==> config.mk <==
export PLATFORM = sky130hd
export DESIGN_NAME = sram_arbiter
export DESIGN_NICKNAME = d
export VERILOG_FILES = /design/src/rtl/sram_arbiter.sv
export SDC_FILE = /design/constraint.sdc
export NUM_CORES = 1
export LEC_CHECK = 0
export ABC_AREA = 1
export CORE_MARGIN = 10
export CORE_UTILIZATION = 42
export CTS_CLUSTER_DIAMETER = 120
export DETAILED_ROUTE_END_ITERATION = 12
export PLACE_DENSITY = 0.87
export REMOVE_ABC_BUFFERS = 1
export SYNTH_ARGS = -nofsm -noshare
export SYNTH_HDL_FRONTEND = slang
export SYNTH_SLANG_ARGS = --single-unit
==> constraint.sdc <==
create_clock -name clk -period 3.2 [get_ports clk]
set_input_delay 0.64 -clock clk [delete_from_list [all_inputs] [get_ports clk]]
set_output_delay 0.64 -clock clk [all_outputs]
set_load 0.1 [all_outputs]
==> src/rtl/sram_arbiter.sv <==
// rtl/sram_arbiter.sv - round-robin arbiter sharing one single-port SRAM between two native masters
module sram_arbiter #(
  parameter int ADDR_W   = 10,
  parameter int DATA_W   = 32,
  parameter int READ_LAT = 1
) (
  input  logic                clk,
  input  logic                rst,
  input  logic                m0_valid,
  input  logic [31:0]         m0_addr,
  input  logic [DATA_W-1:0]   m0_wdata,
  input  logic [DATA_W/8-1:0] m0_wstrb,
  output logic [DATA_W-1:0]   m0_rdata,
  output logic                m0_ready,
  input  logic                m1_valid,
  input  logic [31:0]         m1_addr,
  input  logic [DATA_W-1:0]   m1_wdata,
  input  logic [DATA_W/8-1:0] m1_wstrb,
  output logic [DATA_W-1:0]   m1_rdata,
  output logic                m1_ready,
  output logic                sram_csb0,
  output logic                sram_web0,
  output logic [ADDR_W-1:0]   sram_addr0,
  output logic [DATA_W-1:0]   sram_din0,
  input  logic [DATA_W-1:0]   sram_dout0
);

  localparam int STRB_W = DATA_W / 8;
  localparam int CNT_W  = (READ_LAT > 1) ? $clog2(READ_LAT) : 1;

  typedef enum logic [2:0] {
    S_IDLE,
    S_ACCESS,
    S_WAIT,
    S_MERGE,
    S_DONE
  } state_t;

  state_t              state_q, state_d;
  logic                id_q;        // granted master
  logic                prio_q;      // master favoured on contention (0 = m0)
  logic [ADDR_W-1:0]   addr_q;
  logic [DATA_W-1:0]   wdata_q;
  logic [STRB_W-1:0]   wstrb_q;
  logic [DATA_W-1:0]   data_q;      // word captured from the macro
  logic [CNT_W-1:0]    cnt_q;
  logic                grant_id;
  logic                full_wr;
  logic                is_read;
  logic                wait_last;
  logic [DATA_W-1:0]   merged;

  assign full_wr   = &wstrb_q;
  assign is_read   = (wstrb_q == '0);
  assign wait_last = (cnt_q == CNT_W'(READ_LAT - 1));
  assign grant_id  = (m0_valid && m1_valid) ? prio_q : m1_valid;

  // Byte merge of the captured word with the strobed write bytes for read-modify-write.
  always_comb begin
    merged = '0;
    for (int i = 0; i < STRB_W; i++) begin
      merged[8*i +: 8] = wstrb_q[i] ? wdata_q[8*i +: 8] : data_q[8*i +: 8];
    end
  end

  // Next-state logic for the transaction sequencer.
  always_comb begin
    state_d = state_q;
    case (state_q)
      S_IDLE:   if (m0_valid || m1_valid) state_d = S_ACCESS;
      S_ACCESS: state_d = full_wr ? S_DONE : S_WAIT;
      S_WAIT:   if (wait_last) state_d = is_read ? S_DONE : S_MERGE;
      S_MERGE:  state_d = S_DONE;
      S_DONE:   state_d = S_IDLE;
      default:  state_d = S_IDLE;
    endcase
  end

  // State register plus request latching, wait counter, data capture and round-robin update.
  always_ff @(posedge clk) begin
    if (rst) begin
      state_q <= S_IDLE;
      id_q    <= 1'b0;
      prio_q  <= 1'b0;
      addr_q  <= '0;
      wdata_q <= '0;
      wstrb_q <= '0;
      data_q  <= '0;
      cnt_q   <= '0;
    end else begin
      state_q <= state_d;
      case (state_q)
        S_IDLE: begin
          cnt_q <= '0;
          if (m0_valid || m1_valid) begin
            id_q    <= grant_id;
            addr_q  <= grant_id ? m1_addr[ADDR_W+1:2] : m0_addr[ADDR_W+1:2];
            wdata_q <= grant_id ? m1_wdata : m0_wdata;
            wstrb_q <= grant_id ? m1_wstrb : m0_wstrb;
          end
        end
        S_WAIT: begin
          cnt_q <= cnt_q + 1'b1;
          if (wait_last) data_q <= sram_dout0;
        end
        S_DONE: prio_q <= ~id_q;
        default: ;
      endcase
    end
  end

  // Outputs are decoded purely from registered state.
  always_comb begin
    sram_csb0  = 1'b1;
    sram_web0  = 1'b1;
    sram_addr0 = '0;
    sram_din0  = '0;
    if (state_q == S_ACCESS) begin
      sram_csb0  = 1'b0;
      sram_addr0 = addr_q;
      if (full_wr) begin
        sram_web0 = 1'b0;
        sram_din0 = wdata_q;
      end
    end else if (state_q == S_MERGE) begin
      sram_csb0  = 1'b0;
      sram_web0  = 1'b0;
      sram_addr0 = addr_q;
      sram_din0  = merged;
    end
  end

  assign m0_ready = (state_q == S_DONE) && !id_q;
  assign m1_ready = (state_q == S_DONE) &&  id_q;
  assign m0_rdata = (m0_ready && is_read) ? data_q : '0;
  assign m1_rdata = (m1_ready && is_read) ? data_q : '0;

endmodule

==> results of run 1 <==
[cells in the final DEF, fill, tap and decap left out, types with 27 or more instances in the layout]
cell and count:
a21oi_1 35, buf_12 99, buf_4 27, clkdlybuf4s50_1 127
dfxtp_1 84, inv_1 100, nand2_1 238, nor2_1 218
o21ai_0 78, o21ai_1 35
[per-stage QoR]
stage	area [sq um]	cells	setup slack (ns)
floorplan	4610	806	-1.01
global placement	8270	1202	0.841
detailed placement	8270	1202	0.802
CTS	8600	1218	0.435
global route	8600	1218	0.319
finish	8600	1218	0.471
[flip-flops by register name, summed over array words and instances, names as in the netlist]
| name | cells |
|---|---|
| id_q | 1 |
| state_q | 3 |
| wdata_q | 32 |
| prio_q | 1 |
| cnt_q | 1 |
| data_q | 32 |
| wstrb_q | 4 |
| addr_q | 10 |
[logic make-up (layout without fill, tap and decap cells)]
logic type	Yosys count	in the layout	synth area share (%)
simple gates	468	468	35.8
buf+inv	160	373	15.4
compound gates	150	150	15.1
flops	84	84	33.7
[final timing paths]
check,from,cells past startpoint,endpoint
hold / removal,id_q,2,id_q
setup reg to reg,state_q[1],5,data_q[28]
hold reg to reg,id_q,2,id_q
setup / recovery,state_q[0],9,sram_din0[26]
[power breakdown]
group          total, mW  internal, mW  leakage, nW  switching, mW
sequential          1.69          1.45        0.691          0.242
clock               1.17         0.764        0.157          0.410
combinational       2.45         0.748         2.99           1.70
[synthesized netlist by cell type]
cell type	n	share of area [%]
nand2_1	239	18
nor2_1	218	16
inv_1	100	7.5
dfxtp_1	84	34
o21ai_0	78	7.8
o21ai_1	36	3.6
a21oi_1	35	3.5
buf_2	22	2.2
buf_6	17	3.8
clkbuf_1	14	1.1
inv_2	4	0.30
buf_4	3	0.45
nand3_1	3	0.30
nor2_2	3	0.38
nand2_2	2	0.25
a211oi_1	1	0.15
nor2_4	1	0.23
nor3_2	1	0.20
or2_2	1	0.13
[routing by layer]
metal	routed length [microns]	vias up	part of all wire [%]
li1	-	3013	-
met2	9470	216	52
met3	1600	18	8.7
met1	7030	2638	38
met4	235	0	1.3
met5	0	-	0
[area by class of cell]
cell class / instances / area, sq um / area share [%]
tap: 143 / 179 / 2.08
sequential: 84 / 1680 / 19.5
timing repair buffer: 253 / 3460 / 40.2
inverter: 104 / 390 / 4.54
multi-input combinational: 618 / 2560 / 29.8
clock inverter: 4 / 97.6 / 1.13
clock buffer: 12 / 236 / 2.75
[critical path, cell delays in order (launching register included)]
cell and delay [ns]:
dfxtp_1 0.42, nand2_1 0.08, buf_4 0.19, nor2_1 0.13, nand3_1 0.10, inv_2 0.27
buf_12 0.21, nand2_1 0.07, nand2_1 0.11, buf_12 0.19
==> flow_summary_export.csv, run 1 <==
group,metric,value,unit
timing,rsz0062_at_grt,"false",
timing,holdWs,0.493,ns
clocking,cts_root_buffer,"clkbuf_16",
global_route,grt_pass1_vias,5639,
clocking,cts_tree,"done",
timing,skew,0.00906,ns
synth,synth_cell_types,19,
flow_run,cap_violations,0,
floorplanning,die_x,129,microns
finish,fillCellCount,847,
timing,finalCritPeriodShare,85.3,%
critical_path,crit_fanout,19,
global_route,grt_antenna_before_repair,0,
critical_path,cp_data_required_time,2.56,ns
power,p_leak,3.84,nW
timing,relSlewSlack,23.0,%
floorplanning,boundaryPins,282,
clocking,cts_hold_buf,0,
synth,netlist_area,4990,sq um
timing,slew_viol_final,0,
place,port_buffers,237,
routing,drc,0,
critical_path,startpoint_type,"flop",
routing,drtPass1Iterations,5,
timing,timing.fmax,366,MHz
finish,area_growth,72.3,%
timing,report.final.hold_viol_count,0,
clocking,htree_levels,3,
place,gp_congestion,0.821,
synth,syn-instance-count,862,
synth,syn_avg_cell_area,5.79,sq um
floorplanning,row_count,39,
floorplanning,die_h,129,microns
clocking,clock-sinks,84,
routing,vias,5885,
global_route,grt_pass1_wl,28.5,mm
synth,yosys_warnings,0,
critical_path,endpoint_kind,"output port",
global_route,grt.total_usage,21.1,%
global_route,grt_overflow,0,
power,p_per_area,618,nW/um^2
routing,wl_per_cell,15.1,microns
clocking,numCtsBuffers,9,
floorplanning,dieArea,16600,sq um
routing,drt_iter0_markers,374,
timing,tightest_slew,1.15,ns
timing,fin_crit,2.73,ns
run_status,outcome,"completed",
clocking,post_cts_buffers,0,
clocking,cts_buffer_depth,2,
floorplanning,start_util,43.3,%
global_route,met1_usage,22.5,%
place,dp.final_hpwl,14.0,mm
routing,postRouteAntennaNets,0,
global_route,top_usage_layer,"met2",
power,total_power,5.31,mW
critical_path,cp.arrival,2.09,ns
clocking,cts_resized,0,
timing,setup_viol,0,
clocking,clk_pin_slew,0.06,ns
finish,nNetsFinal,1242,
global_route,grt_max_degree,66,
clocking,clk_latency,0.33,ns
floorplanning,placeableCoreArea,11500,sq um
global_route,use_met3,7.30,%
routing,routed_wl,18.3,mm
global_route,grt_use_met2,39.2,%
min_path,hold_class,"flop to flop",
finish,antenna-diode-count,0,
finish,utilization,74.7,%
power,ir_worst_vdd,0.556,mV
synth,ys_ff_latch,84,
timing,fin_tns_setup,0,ns
finish,layout-drive-gt1-share,14.2,%
synth,synth-seq-area-share,33.7,%
routing,viasPerCell,4.83,
critical_path,critical_path_class,"flop to output port",
critical_path,reg2reg_setup_slack,1.15,ns
Note: power is estimated with default switching activity, not from simulation.
==> run 2: changes to the inputs <==
- ABC_AREA: 1 -> unset
- CORE_UTILIZATION: 42 -> 40
==> run 2 against run 1 <==
  * Count of clock-buffer cells in the layout shrank 1
  * Area after synthesis is 12% lower
  * Cell count shrank 27%
  * Setup slack worse by 0.25 ns
  * First-iteration DRC count grew 9.9%
  * Sequential share of layout area rose by 0.85 points
  * Critical path depth shrank 3
  * Global-route usage is 2.2 points higher
  * Power down 31%
  * Sequential cell count unchanged
  * Sequential power fell by 17%
  * Cell area fell by 4.1%
  * Largest cell class unchanged
==> flow_summary_export.csv, run 2 <==
group,metric,value,unit
floorplanning,start_util,40.5,%
critical_path,startpoint_type,"flop",
clocking,htree_levels,3,
finish,regArea,1680,sq um
routing,wl_met1,7.04,mm
power,p_switching,1.37,mW
timing,report.final.hold_viol_count,0,
synth,synth_compound_area_share,32.0,%
routing,drt_iter0_markers,411,
finish,mostFrequentLayoutCells,"clkdlybuf4s50_1 (126), buf_12 (109), dfxtp_1 (83), nand2_1 (68), inv_1 (47)",
global_route,grt.total_usage,23.3,%
clocking,cts_hold_buf,0,
critical_path,cp_data_required_time,2.56,ns
synth,synth_top_family_by_area,"compound AO/OA/AOI/OAI gates",
routing,highest_layer,"met4",
floorplanning,placeableCoreArea,10800,sq um
timing,fin_crit,2.98,ns
timing,tightest_slew,0.862,ns
synth,yosys.area_share.adder,0,%
synth,synthMuxAreaShare,0,%
global_route,grt_antenna_before_repair,0,
floorplanning,die_h,125,microns
place,dp.final_hpwl,14.3,mm
synth,synth_edf_count,0,
flow_run,cap_violations,0,
finish,finalInstanceArea,8250,sq um
timing,holdWs,0.475,ns
routing,routed_wl,19.3,mm
clocking,cts_root_buffer,"clkbuf_8",
finish,nNetsFinal,918,
synth,yosysMostFrequentCell,"dfxtp_1",
floorplanning,row_count,38,
routing,drtPass1Iterations,5,
critical_path,cp.arrival,2.34,ns
timing,worst_slack,0.221,ns
routing,vias,5222,
critical_path,crit_fanout,15,
power,seqPwrFrac,38.3,%
synth,syn_avg_cell_area,8.19,sq um
critical_path,r2r_start,"state_q[1]",
power,p_sw_share,37.6,%
synth,netlist_area,4380,sq um
synth,yosys_warnings,0,
clocking,post_cts_buffers,0,
timing,slew_viol_final,0,
critical_path,critical_path_class,"flop to output port",
power,p_per_area,442,nW/um^2
clocking,cts_tree,"done",
timing,setup_viol,0,
synth,synth_cell_types,32,
place,port_buffers,237,
timing,timing.fmax,336,MHz
power,p_int,2.28,mW
timing,skew,0.0119,ns
finish,multi_input_area,2330,sq um
routing,drc,0,
floorplanning,boundaryPins,282,
timing,rsz0062_at_grt,"false",
synth,synth_common_cells,"dfxtp_1 (84), nand2_1 (68), clkbuf_1 (53)",
routing,viasPerCell,5.87,
timing,relSlewSlack,42.6,%
min_path,hold_path_depth,2,
global_route,grt_pass1_wl,30.0,mm
power,p_leak,3.12,nW
clocking,clk_pin_slew,0.08,ns
synth,netlist.area_leader.share,38.4,%
min_path,hold_path_startpoint,"wdata_q[30]",
routing,met3_wirelength,2.02,mm
global_route,grt_overflow,0,
place,gp_congestion,0.793,
synth,synth-xor-area-share,0,%
finish,layout-drive-gt1-share,21.7,%
finish,final_common_cell,"clkdlybuf4s50_1",
power,pwr-share-clk,25.3,%
power,ir_worst_vdd,0.283,mV
clocking,clock-sinks,84,
power,p_comb_share,36.4,%
routing,postRouteAntennaNets,0,
finish,reg_top3,"data_q (32), wdata_q (32), addr_q (10)",
synth,synthFlopType,"dfxtp_1",
place,placed_area,8010,sq um
finish,area_growth,88.6,%
critical_path,r2r.worst_path.cells,4,
routing,wl_per_cell,21.7,microns
clocking,clk_latency,0.34,ns
critical_path,endpoint_kind,"output port",
floorplanning,dieArea,15500,sq um
global_route,grt_max_degree,49,
place,place_ws,0.560,ns
min_path,hold_class,"flop to flop",
synth,ys_ff_latch,84,
routing,wl_met2,9.76,mm
synth,postSynth.asyncResetShare,0,%
run_status,outcome,"completed",
clocking,cts_buffer_depth,2,
timing,finalCritPeriodShare,93.1,%
global_route,grt_pass1_vias,5324,
clocking,numCtsBuffers,9,
finish,antenna-diode-count,0,
synth,yosysTopAreaCell,"dfxtp_1",
synth,syn-instance-count,534,
synth,yosys.area_share.simple,20.0,%
synth,synth.area.top_cells,"dfxtp_1 (38%), a221oi_1 (9.2%), o32ai_1 (9.2%)",
critical_path,critPathLaunch,"state_q[2]",
floorplanning,die_x,125,microns
synth,synth-seq-area-share,38.4,%
finish,fillCellCount,688,
run 2: changes by cell type after synthesis, moves of 39 or more:
cell,change
a221oi_1,+46
nand2_1,-171
inv_1,-53
o21ai_0,-75
clkbuf_1,+39
nor2_1,-205
o32ai_1,+46
run 2: area by class of cell:
| class | instances | area share (%) |
|---|---|---|
| Sequential cell | 84 | 20.4 |
| Tap cell | 140 | 2.12 |
| Clock inverter | 4 | 1.18 |
| Multi-Input combinational cell | 341 | 28.3 |
| Clock buffer | 11 | 1.71 |
| Timing Repair Buffer | 261 | 44.1 |
| Inverter | 49 | 2.23 |
run 2: cell families after synthesis:
kind of cell           count (synthesis)
buffers and inverters                109
flip-flops                            84
AND/OR/NAND/NOR                      168
AO/OA/AOI/OAI                        173
run 2: metrics by stage:
step | cells | setup TNS (ns) | utilization [%] | power [mW]
2_1_floorplan | 474 | -157.76 | - | 2.08
3_3_place_gp | 875 | 0 | 74.2 | 2.67
3_5_place_dp | 875 | 0 | 74.2 | 2.73
4_1_cts | 890 | 0 | 76.4 | 3.65
5_1_grt | 890 | 0 | 76.4 | 3.81
6_report | 890 | 0 | 76.4 | 3.65
run 2: path summary, 6_finish.rpt:
| kind | end | slack, ns |
|---|---|---|
| worst max register to register | data_q[30] | 1.07 |
| worst min register to register | wdata_q[30] | 0.47 |
| worst min-delay path | wdata_q[30] | 0.47 |
| worst max-delay path | sram_din0[21] | 0.22 |
run 2: repair_timing:
action | 4_1_cts | 5_1_grt
resized for setup | 0 | 1
hold endpoints to repair | 0 | 0
endpoints found under the setup margin | 0 | 9
run 2: critical path, stage by stage (launching register included):
cell and delay [ns]:
dfxtp_1 0.72, nor2b_4 0.07, inv_1 0.49, nor3_1 0.10, buf_4 0.20, a32o_1 0.25, buf_12 0.18
run 2: power groups by stage:
stage | logic, mW | registers, mW | clock network [mW]
finish | 1.33 | 1.40 | 0.924
global placement | 1.28 | 1.40 | 0
floorplan | 0.717 | 1.36 | 0
CTS | 1.32 | 1.39 | 0.936
detailed placement | 1.32 | 1.42 | 0
global route | 1.42 | 1.42 | 0.972
run 2: routing by layer:
layer | track usage (%) | vias to the layer above
met1 | 25.4 | 2483
met5 | 0 | -
li1 | - | 2418
met3 | 8.34 | 36
met2 | 41.2 | 285
met4 | 7.06 | 0
